==> config.mk <==
export PLATFORM = sky130hd
export DESIGN_NAME = picosoc_avl_bridge_flat
export DESIGN_NICKNAME = d
export VERILOG_FILES = /design/src/rtl/picosoc_avl_bridge_if.sv /design/src/rtl/picosoc_avl_bridge.sv /design/src/flat_wrapper.sv
export SDC_FILE = /design/constraint.sdc
export NUM_CORES = 1
export LEC_CHECK = 0
export CAP_MARGIN = 20
export CELL_PAD_IN_SITES_DETAIL_PLACEMENT = 1
export CELL_PAD_IN_SITES_GLOBAL_PLACEMENT = 1
export CORE_UTILIZATION = 47
export DETAILED_ROUTE_END_ITERATION = 8
export GPL_ROUTABILITY_DRIVEN = 0
export PLACE_DENSITY_LB_ADDON = 0.08
export SLEW_MARGIN = 20
export SYNTH_ARGS = -nofsm -noshare
export SYNTH_HDL_FRONTEND = slang
export SYNTH_SLANG_ARGS = --single-unit
==> constraint.sdc <==
create_clock -name clk -period 5.3 [get_ports clk]
set_clock_uncertainty 0.05 [all_clocks]
set_input_delay 1.06 -clock clk [delete_from_list [all_inputs] [get_ports clk]]
set_output_delay 1.06 -clock clk [all_outputs]
set_load 0.01 [all_outputs]
==> src/rtl/picosoc_avl_bridge_if.sv <==
// Bus bundle between the picorv32 iomem port and the sdram_sdram Avalon slave.
// Latency: none, signal grouping only.
// Backpressure: carries valid/ready on the CPU side and za_waitrequest on the Avalon side.
interface picosoc_avl_bridge_if #(
  parameter int ADDR_W = 24
);
  // CPU iomem side
  logic              valid;
  logic [3:0]        wen;
  logic [ADDR_W-1:0] addr;
  logic [31:0]       wdata;
  logic [31:0]       rdata;
  logic              ready;
  logic              timeout_err;

  // Avalon side
  logic [ADDR_W-1:0] az_addr;
  logic [3:0]        az_be_n;
  logic              az_cs;
  logic [31:0]       az_data;
  logic              az_rd_n;
  logic              az_wr_n;
  logic [31:0]       za_data;
  logic              za_valid;
  logic              za_waitrequest;

  // The bridge answers CPU requests and drives Avalon commands.
  modport slave (
    input  valid, wen, addr, wdata, za_data, za_valid, za_waitrequest,
    output rdata, ready, timeout_err,
    output az_addr, az_be_n, az_cs, az_data, az_rd_n, az_wr_n
  );

  // The surrounding system: CPU issues requests, SDRAM controller answers.
  modport master (
    output valid, wen, addr, wdata, za_data, za_valid, za_waitrequest,
    input  rdata, ready, timeout_err,
    input  az_addr, az_be_n, az_cs, az_data, az_rd_n, az_wr_n
  );
endinterface

==> src/rtl/picosoc_avl_bridge.sv <==
// picorv32 iomem -> Avalon bridge with a posted-write buffer, read-after-write ordering and read timeout.
// Latency: write ready 1 cycle after accept; read ready 3 cycles + Avalon read latency after accept (empty buffer).
// Backpressure: CPU stalls while the write buffer is full or a read is pending; Avalon command held while za_waitrequest.
module picosoc_avl_bridge #(
  parameter int ADDR_W     = 24,
  parameter int WBUF_DEPTH = 4,
  parameter int TIMEOUT    = 256
) (
  input  logic                        clk,
  input  logic                        reset,
  picosoc_avl_bridge_if.slave         bus,
  output logic [$clog2(WBUF_DEPTH):0] wbuf_level
);

  localparam int PW = $clog2(WBUF_DEPTH);
  localparam int LW = PW + 1;
  localparam int TW = (TIMEOUT > 1) ? $clog2(TIMEOUT + 1) : 1;
  localparam logic [LW-1:0] FULL_LVL = LW'(WBUF_DEPTH);
  localparam logic [TW-1:0] TO_LIMIT = TW'(TIMEOUT);

  typedef enum logic [2:0] {
    IDLE,
    WAIT_DRAIN,
    RD_CMD,
    RD_DATA,
    RD_ACK
  } rd_state_t;

  rd_state_t state, state_nxt;

  // Posted-write storage; only pointers and level are reset, so a reset drops every entry.
  logic [ADDR_W-1:0] buf_addr [WBUF_DEPTH];
  logic [3:0]        buf_be_n [WBUF_DEPTH];
  logic [31:0]       buf_data [WBUF_DEPTH];
  logic [PW-1:0]     wr_ptr, rd_ptr;
  logic [LW-1:0]     level;

  logic [ADDR_W-1:0] rd_addr;
  logic              stale;
  logic [TW-1:0]     to_cnt;

  logic              ready_q, terr_q;
  logic [31:0]       rdata_q;
  logic              cs_q, rd_n_q, wr_n_q;
  logic [3:0]        be_n_q;
  logic [ADDR_W-1:0] az_addr_q;
  logic [31:0]       az_data_q;

  logic buf_full, buf_empty, wr_take, rd_take, push, pop;
  logic bus_accept, wr_on_bus, launch_rd, launch_wr, timed_out;

  // Fullness uses the level at cycle start: a pop in the same cycle does not make room.
  assign buf_full   = (level == FULL_LVL);
  assign buf_empty  = (level == '0);
  // ready_q masks the cycle in which the CPU still holds the request it was just answered for.
  assign wr_take    = bus.valid && !ready_q && (state == IDLE) && (bus.wen != 4'b0000) && !buf_full;
  assign rd_take    = bus.valid && !ready_q && (state == IDLE) && (bus.wen == 4'b0000);
  assign push       = wr_take;
  assign bus_accept = cs_q && !bus.za_waitrequest;
  assign wr_on_bus  = cs_q && !wr_n_q;
  assign pop        = bus_accept && !wr_n_q;
  // to_cnt counts cycles since the command cycle, so the error reply lands TIMEOUT+1 cycles after it.
  assign timed_out  = (TIMEOUT != 0) && (state == RD_DATA) && !bus.za_valid && (to_cnt == TO_LIMIT);
  assign launch_rd  = (state == WAIT_DRAIN) && (state_nxt == RD_CMD);
  assign launch_wr  = !cs_q && !buf_empty && (state != RD_CMD) && !launch_rd;

  // Read FSM state register.
  always_ff @(posedge clk or posedge reset) begin
    if (reset) state <= IDLE;
    else       state <= state_nxt;
  end

  // Read FSM next state: reads wait behind buffered writes and behind an unclaimed stale reply.
  always_comb begin
    state_nxt = state;
    case (state)
      IDLE:       if (rd_take) state_nxt = WAIT_DRAIN;
      WAIT_DRAIN: if (buf_empty && !wr_on_bus && !stale) state_nxt = RD_CMD;
      RD_CMD:     if (!bus.za_waitrequest) state_nxt = RD_DATA;
      RD_DATA:    if (bus.za_valid || timed_out) state_nxt = RD_ACK;
      RD_ACK:     state_nxt = IDLE;
      default:    state_nxt = IDLE;
    endcase
  end

  // Write buffer payload.
  always_ff @(posedge clk) begin
    if (push) begin
      buf_addr[wr_ptr] <= bus.addr;
      buf_be_n[wr_ptr] <= ~bus.wen;
      buf_data[wr_ptr] <= bus.wdata;
    end
  end

  // Write buffer pointers and occupancy; an entry counts until Avalon accepts it.
  always_ff @(posedge clk or posedge reset) begin
    if (reset) begin
      wr_ptr <= '0;
      rd_ptr <= '0;
      level  <= '0;
    end else begin
      if (push) wr_ptr <= wr_ptr + PW'(1);
      if (pop)  rd_ptr <= rd_ptr + PW'(1);
      case ({push, pop})
        2'b10:   level <= level + LW'(1);
        2'b01:   level <= level - LW'(1);
        default: level <= level;
      endcase
    end
  end

  // Read address capture, timeout counter and stale-reply tracking.
  always_ff @(posedge clk or posedge reset) begin
    if (reset) begin
      rd_addr <= '0;
      to_cnt  <= '0;
      stale   <= 1'b0;
    end else begin
      if (rd_take) rd_addr <= bus.addr;
      if (state == RD_CMD && !bus.za_waitrequest) to_cnt <= TW'(1);
      else if (state == RD_DATA && TIMEOUT != 0 && to_cnt != TO_LIMIT) to_cnt <= to_cnt + TW'(1);
      if (timed_out) stale <= 1'b1;
      else if (stale && bus.za_valid) stale <= 1'b0;
    end
  end

  // CPU response registers: one-cycle ready for posted writes and completed reads.
  always_ff @(posedge clk or posedge reset) begin
    if (reset) begin
      ready_q <= 1'b0;
      terr_q  <= 1'b0;
      rdata_q <= '0;
    end else begin
      ready_q <= wr_take || (state == RD_DATA && state_nxt == RD_ACK);
      terr_q  <= timed_out;
      if (state == RD_DATA && bus.za_valid) rdata_q <= bus.za_data;
      else if (timed_out)                   rdata_q <= 32'hFFFF_FFFF;
    end
  end

  // Avalon command register: one command at a time, dropped for a cycle after each acceptance.
  always_ff @(posedge clk or posedge reset) begin
    if (reset) begin
      cs_q      <= 1'b0;
      rd_n_q    <= 1'b1;
      wr_n_q    <= 1'b1;
      be_n_q    <= 4'hF;
      az_addr_q <= '0;
      az_data_q <= '0;
    end else if (bus_accept) begin
      cs_q   <= 1'b0;
      rd_n_q <= 1'b1;
      wr_n_q <= 1'b1;
      be_n_q <= 4'hF;
    end else if (launch_rd) begin
      cs_q      <= 1'b1;
      rd_n_q    <= 1'b0;
      wr_n_q    <= 1'b1;
      be_n_q    <= 4'h0;
      az_addr_q <= rd_addr;
    end else if (launch_wr) begin
      cs_q      <= 1'b1;
      rd_n_q    <= 1'b1;
      wr_n_q    <= 1'b0;
      be_n_q    <= buf_be_n[rd_ptr];
      az_addr_q <= buf_addr[rd_ptr];
      az_data_q <= buf_data[rd_ptr];
    end
  end

  assign bus.ready       = ready_q;
  assign bus.timeout_err = terr_q;
  assign bus.rdata       = rdata_q;
  assign bus.az_cs       = cs_q;
  assign bus.az_rd_n     = rd_n_q;
  assign bus.az_wr_n     = wr_n_q;
  assign bus.az_be_n     = be_n_q;
  assign bus.az_addr     = az_addr_q;
  assign bus.az_data     = az_data_q;
  assign wbuf_level      = level;

endmodule

==> src/flat_wrapper.sv <==
// flat-port wrapper written by rule: the top's interface ports become plain ports
module picosoc_avl_bridge_flat 
#(
  parameter int ADDR_W     = 24,
  parameter int WBUF_DEPTH = 4,
  parameter int TIMEOUT    = 256
)
  (clk, reset, wbuf_level, bus_valid, bus_wen, bus_addr, bus_wdata, bus_za_data, bus_za_valid, bus_za_waitrequest, bus_rdata, bus_ready, bus_timeout_err, bus_az_addr, bus_az_be_n, bus_az_cs, bus_az_data, bus_az_rd_n, bus_az_wr_n);
  picosoc_avl_bridge_if #(.ADDR_W(ADDR_W)) bus_i ();
  input  logic clk;
  input  logic reset;
  output logic [$clog2(WBUF_DEPTH):0] wbuf_level;
  input wire logic [$bits(bus_i.valid)-1:0] bus_valid;
  input wire logic [$bits(bus_i.wen)-1:0] bus_wen;
  input wire logic [$bits(bus_i.addr)-1:0] bus_addr;
  input wire logic [$bits(bus_i.wdata)-1:0] bus_wdata;
  input wire logic [$bits(bus_i.za_data)-1:0] bus_za_data;
  input wire logic [$bits(bus_i.za_valid)-1:0] bus_za_valid;
  input wire logic [$bits(bus_i.za_waitrequest)-1:0] bus_za_waitrequest;
  output wire logic [$bits(bus_i.rdata)-1:0] bus_rdata;
  output wire logic [$bits(bus_i.ready)-1:0] bus_ready;
  output wire logic [$bits(bus_i.timeout_err)-1:0] bus_timeout_err;
  output wire logic [$bits(bus_i.az_addr)-1:0] bus_az_addr;
  output wire logic [$bits(bus_i.az_be_n)-1:0] bus_az_be_n;
  output wire logic [$bits(bus_i.az_cs)-1:0] bus_az_cs;
  output wire logic [$bits(bus_i.az_data)-1:0] bus_az_data;
  output wire logic [$bits(bus_i.az_rd_n)-1:0] bus_az_rd_n;
  output wire logic [$bits(bus_i.az_wr_n)-1:0] bus_az_wr_n;
  assign bus_i.valid = bus_valid;
  assign bus_i.wen = bus_wen;
  assign bus_i.addr = bus_addr;
  assign bus_i.wdata = bus_wdata;
  assign bus_i.za_data = bus_za_data;
  assign bus_i.za_valid = bus_za_valid;
  assign bus_i.za_waitrequest = bus_za_waitrequest;
  assign bus_rdata = bus_i.rdata;
  assign bus_ready = bus_i.ready;
  assign bus_timeout_err = bus_i.timeout_err;
  assign bus_az_addr = bus_i.az_addr;
  assign bus_az_be_n = bus_i.az_be_n;
  assign bus_az_cs = bus_i.az_cs;
  assign bus_az_data = bus_i.az_data;
  assign bus_az_rd_n = bus_i.az_rd_n;
  assign bus_az_wr_n = bus_i.az_wr_n;
  picosoc_avl_bridge #(.ADDR_W(ADDR_W), .WBUF_DEPTH(WBUF_DEPTH), .TIMEOUT(TIMEOUT)) u_core (.clk(clk), .reset(reset), .bus(bus_i), .wbuf_level(wbuf_level));
endmodule
# Word-level counts from Yosys, hierarchy flattened
# Memories as Yosys holds them, arrays and structs flattened. A register that Yosys moved wholly into a read port is not among the register bits.
# Cells that the tools add are included.
[word_totals] register_bits=109 ram_bits=240 in_bits=97 elab_cells=109 n_memories=3
[mem_list] name="u_core.buf_data" words=4 width=32 rd=1 rd_ports_with_merged_regs=1 write_ports=1 line_no="picosoc_avl_bridge.sv:34" source="logic [31:0] buf_data [WBUF_DEPTH];"
[mem_list] name="u_core.buf_addr" words=4 width=24 rd=1 rd_ports_with_merged_regs=0 write_ports=1 line_no="picosoc_avl_bridge.sv:32" source="logic [ADDR_W-1:0] buf_addr [WBUF_DEPTH];"
[mem_list] name="u_core.buf_be_n" words=4 width=4 rd=1 rd_ports_with_merged_regs=0 write_ports=1 line_no="picosoc_avl_bridge.sv:33" source="logic [3:0] buf_be_n [WBUF_DEPTH];"
[op_classes] add_sub_neg=5 n_eq_ne=11 n_mux=27 bitwise=3 reduce_logical=45
[ops] op="2-to-1 mux 32 bit" n=2
[ops] op="2-to-1 mux 24 bit" n=2
[ops] op="logical AND 1 bit" n=21
[ops] op="2-to-1 mux 9 bit" n=2
[ops] op="2-to-1 mux 1 bit" n=12
[ops] op="2-to-1 mux 3 bit" n=4
[ops] op="2-to-1 mux 4 bit" n=3
[ops] op="one-hot mux 3 bit (4 select lines)" n=1
[ops] op="zero test 1 bit" n=10
[ops] op="nonzero test 2 bit" n=5
[ops] op="adder 9 x 1 -> 9 bit, second input constant" n=1
[ops] op="== test 3 x 2 -> 1 bit, second input constant" n=3
[ops] op="== test 9 bit, second input constant" n=1
[ops] op="!= test 9 bit, second input constant" n=1
[ops] op="== test 3 bit, second input constant" n=2
[ops] op="zero test 3 bit" n=2
[ops] op="one-hot mux 3 bit (2 select lines)" n=1
[ops] op="adder 2 x 1 -> 2 bit, second input constant" n=2
[ops] op="zero test 4 bit" n=1
[ops] op="NOT 4 bit" n=1
[ops] op="nonzero test 4 bit" n=1
[ops] op="adder 3 x 1 -> 3 bit, second input constant" n=1
[ops] op="== test 3 x 1 -> 1 bit, second input constant" n=1
[ops] op="!= test 3 x 2 -> 1 bit, second input constant" n=1
[ops] op="other kinds (8)" n=10

# Longest topological paths before layout
[logic_depth] ltp_word=14 ltp_mapped=10 mapped_depth_nobuf=10

# Least setup slack after synthesis
# Ideal clock, no wire load.
[synth_timing] kind="input to register" from="in bus_valid" to="mem u_core.buf_addr[0][0] (enable)" setup_time_ns=0.424 arrival_time_ns=3.207 t_required_ns=4.826 slack_ns=1.619 cell_stages=3 path_buffers=0 cell_sequence="nand2_1 -> a311oi_1 -> and2_1"
[synth_between] elab_chain_len=6
[synth_lines] element="start: declaration" line_no="flat_wrapper.sv:13" source="input wire logic [$bits(bus_i.valid)-1:0] bus_valid;"
[synth_lines] element="logical AND 1 bit (4 in a row)" line_no="picosoc_avl_bridge.sv:56" source="assign wr_take = bus.valid && !ready_q && (state == IDLE) && (bus.wen != 4'b0000) && !buf_full;"
[synth_lines] element="2-to-1 mux 1 bit" line_no="picosoc_avl_bridge.sv:88" source="if (push) begin"
[synth_lines] element="2-to-1 mux 1 bit (not written as such)" line_no="picosoc_avl_bridge.sv:89" source="buf_addr[wr_ptr] <= bus.addr;"
[synth_lines] element="end: declaration" line_no="picosoc_avl_bridge.sv:32"
# No other way between the ends.

# Worst setup path after layout
[layout_timing] from="in bus_valid" to="mem u_core.buf_be_n[3][3] (enable)"
[layout_between] elab_chain_len=6
[layout_lines] element="logical AND 1 bit (4 in a row)" line_no="picosoc_avl_bridge.sv:56"
[layout_lines] element="2-to-1 mux 1 bit" line_no="picosoc_avl_bridge.sv:88"
[layout_lines] element="2-to-1 mux 1 bit (not written as such)" line_no="picosoc_avl_bridge.sv:90" source="buf_be_n[wr_ptr] <= ~bus.wen;"
[layout_lines] element="end: declaration" line_no="picosoc_avl_bridge.sv:33"
# No other way between the ends.

==> impl_metrics.py <==
metrics = {
    "power": {
        "p_leak_nw": 6.78,
        "irDropWorstVdd_v": 0.000365,
        "power_density_mw_per_mm2": 589,
        "finalPower_mw": 10.8,
    },
    "route": {
        "vias": 7497,
        "routed_wl_mm": 31.8,
        "drc_errors": 0,
        "first_iter_violations": 359,
        "ant_nets": 0,
        "dr.pass1.iters": 4,
        "wl_per_cell_um": 23.3,
        "via_per_inst": 5.50,
    },
    "final_layout": {
        "drive_gt1_share_pct": 26.9,
        "stdcell_area_mm2": 0.0184,
        "final_nets": 1041,
        "nFillCells": 2647,
        "area_growth_pct": 24.9,
    },
    "floorplanning": {
        "die_w_um": 179,
        "start_util_pct": 47.9,
        "rows": 64,
        "die_h_um": 179,
        "dieArea_mm2": 0.0320,
        "num_io_pins": 197,
        "core_mm2": 0.0307,
    },
    "worst_setup_path": {
        "slowest_stage": "and2_4",
        "cp-end-kind": "register",
        "reg2reg_depth": 4,
        "reg2reg_from": "u_core.state[0]$_DFF_PP0_",
        "worstPathMaxFanout": 60,
        "timing.rr.end": "u_core.buf_be_n[3][3]$_DFFE_PP_",
        "reg2reg_setup_slack_ns": 2.03,
        "worst-path-buf-inv": 1,
        "cp_cell_sequence": "clkdlybuf4s50_1 > nand2_1 > a311oi_1 > and2_4",
        "worstPathArrival_ns": 3.39,
        "start_kind": "input pin",
        "cp_num_cells": 4,
        "critPathRequiredTime_ns": 5.38,
        "crit_path_start": "bus_valid",
        "critPathTopFamily": "simple AND/OR/NAND/NOR gates",
        "crit_path_end": "u_core.buf_be_n[3][3]$_DFFE_PP_",
        "path_class": "input pin to register",
        "max_stage_delay_ns": 0.92,
    },
    "cts": {
        "cts_buffers": 39,
        "cts_resized": 0,
        "cts_tree": "done",
        "ctsHoldBuffers": 0,
        "clk_pin_slew_ns": 0.06,
        "cts_setup_buffers": 0,
        "clock_sinks": 381,
        "root_buffer": "clkbuf_16",
        "clk_latency_ns": 0.52,
        "ctsLongestPathBuffers": 3,
        "htreeDepth": 2,
    },
    "logic_synthesis": {
        "syn_area_mm2": 0.0147,
        "yosys_warnings": 0,
        "syn_inst": 732,
        "synth-seq-cells": 381,
        "ys_top_cells_by_count": "edfxtp_1, dfrtp_1, mux2_2, mux4_2, mux2_4",
        "yosys.cell_types.count": 45,
        "synth_nets": 837,
        "synth.avg_cell_area_um2": 20.1,
        "synth_most_common_cell": "edfxtp_1",
        "synth_largest_area_cell": "edfxtp_1",
        "synth_seq_area_share_pct": 73.1,
        "synthDominantCellAreaShare_pct": 49.0,
        "synth_area_leaders": "edfxtp_1, dfrtp_1, mux4_2",
        "synth_edf_count": 240,
        "synth_flop_cell": "edfxtp_1",
        "async_reset_ff_share_pct": 37.0,
    },
    "global_routing": {
        "grt_max_degree": 96,
        "grt_pass1_vias": 8354,
        "grt_pass1_wl_mm": 49.1,
        "antenna_found_initial": 2,
        "gr-total-overflow": 0,
        "grtUsageTotal_pct": 20.6,
    },
    "timing": {
        "fin_hold_ws_ns": 0.454,
        "final_max_slew_viol_count": 0,
        "worst_pin_slew_ns": 1.03,
        "rsz0062_at_grt": "false",
        "max_slew_margin_pct": 31.1,
        "tns_ns": 0,
        "period_needed_ns": 3.30,
        "period_share_pct": 62.4,
        "max_freq_mhz": 303,
        "setup_viol": 0,
        "finalHoldViolations": 0,
    },
    "run": {
        "maxCapViolations": 0,
    },
    "outcome": {
        "outcome": "finished, final reports clean",
    },
    "min_path": {
        "hp-class": "register to register",
    },
    "placement": {
        "hpwl_mm": 19.9,
        "post_dp_cell_area_mm2": 0.0170,
        "port_buffers": 196,
    },
}
[where the power goes]
| group | total (mW) | internal (mW) | switching, mW |
|---|---|---|---|
| sequential | 4.65 | 4.04 | 0.615 |
| clock | 2.77 | 1.67 | 1.10 |
| combinational | 3.40 | 2.09 | 1.31 |
| total | 10.8 | 7.79 | 3.02 |
[metal layers]
metal | wire length, um | up-vias | global-route usage (%)
met5 | 17 | - | 0
met4 | 593 | 2 | 5.16
met3 | 1790 | 46 | 3.97
met2 | 16500 | 223 | 36.4
met1 | 12900 | 3926 | 26.0
li1 | - | 3300 | -
[placed cells by master, fill, tap and decap left out, drive strengths merged, types with 2 or more instances in the layout]
master         instances
nand3                  2
a21o                   2
bufinv                 4
nor3                   4
inv                   17
clkbuf                50
mux2                 105
dfstp                  6
nand2                  6
a21oi                  7
dfrtp                135
ha                     7
nor4b                  3
nand4                  2
mux2i                  2
and2                   5
buf                    5
nor3b                  3
o21ai                  2
xnor2                  9
nand2b                 3
edfxtp               240
clkdlybuf4s50        196
xor2                   4
nor2                  14
or3                    4
a21bo                  4
nor4                   3
a221o                 32
nor2b                  4
mux4                  60
clkinv                17
[cell type report]
| type | count | area (um2) | area share, % |
|---|---|---|---|
| Multi-Input combinational cell | 297 | 3730 | 20.3 |
| Tap cell | 396 | 495 | 2.70 |
| Sequential cell | 381 | 10800 | 58.5 |
| Inverter | 16 | 65.1 | 0.354 |
| Antenna cell | 1 | 2.50 | 0.0136 |
| Clock inverter | 22 | 223 | 1.21 |
| Clock buffer | 50 | 1100 | 5.99 |
| Timing Repair Buffer | 201 | 2000 | 10.9 |
[registers in the layout, indices dropped and copies added, names as in the netlist, 4 cells and up]
| register | cells |
|---|---|
| u_core.bus.az_addr | 24 |
| u_core.bus.rdata | 32 |
| u_core.buf_addr | 96 |
| u_core.buf_data | 128 |
| u_core.to_cnt | 9 |
| u_core.bus.az_data | 32 |
| u_core.buf_be_n | 16 |
| u_core.rd_addr | 24 |
| u_core.bus.az_be_n | 4 |
[worst register-to-register path, stage by stage, from the launching register on]
cell      delay, ns
dfrtp_1        0.43
nor4_1         0.54
nand2_1        0.11
a311oi_1       0.80
and2_4         0.93
[how the worst min path moves through the flow]
stage	from	end	slack, ns	cells after the start
2_1_floorplan	u_core.rd_addr[23]$_DFFE_PP0P_	u_core.rd_addr[23]$_DFFE_PP0P_	0.43	1
3_3_place_gp	u_core.rd_addr[21]$_DFFE_PP0P_	u_core.rd_addr[21]$_DFFE_PP0P_	0.44	1
3_5_place_dp	u_core.bus.az_addr[11]$_DFFE_PP0P_	u_core.bus.az_addr[11]$_DFFE_PP0P_	0.44	1
4_1_cts	u_core.rd_addr[20]$_DFFE_PP0P_	u_core.rd_addr[20]$_DFFE_PP0P_	0.46	1
5_1_grt	u_core.bus.az_addr[5]$_DFFE_PP0P_	u_core.bus.az_addr[5]$_DFFE_PP0P_	0.48	1
6_report	u_core.bus.az_addr[20]$_DFFE_PP0P_	u_core.bus.az_addr[20]$_DFFE_PP0P_	0.45	1
[stage by stage]
step / std cells / util, % / setup slack, ns
2_1_floorplan: 732 / - / 0.419
3_3_place_gp: 1291 / 55.6 / 1.51
3_5_place_dp: 1291 / 55.6 / 1.42
4_1_cts: 1363 / 59.9 / 1.99
5_1_grt: 1363 / 59.9 / 1.75
6_report: 1364 / 59.9 / 2.00
[kinds of logic (layout without fill, tap and decap cells)]
| logic type | count (synthesis) | after routing | synth area share [%] |
|---|---|---|---|
| XOR/XNOR | 13 | 13 | 0.774 |
| adder cells (fa/ha/maj) | 8 | 8 | 0.732 |
| AO/OA/AOI/OAI | 52 | 52 | 3.11 |
| other | 0 | 1 | 0 |
| multiplexers | 167 | 167 | 18.3 |
| buffers and inverters | 54 | 289 | 1.77 |
| flip-flops | 381 | 381 | 73.1 |
| AND/OR/NAND/NOR | 57 | 57 | 2.21 |
(Power assumes the default switching activity.)
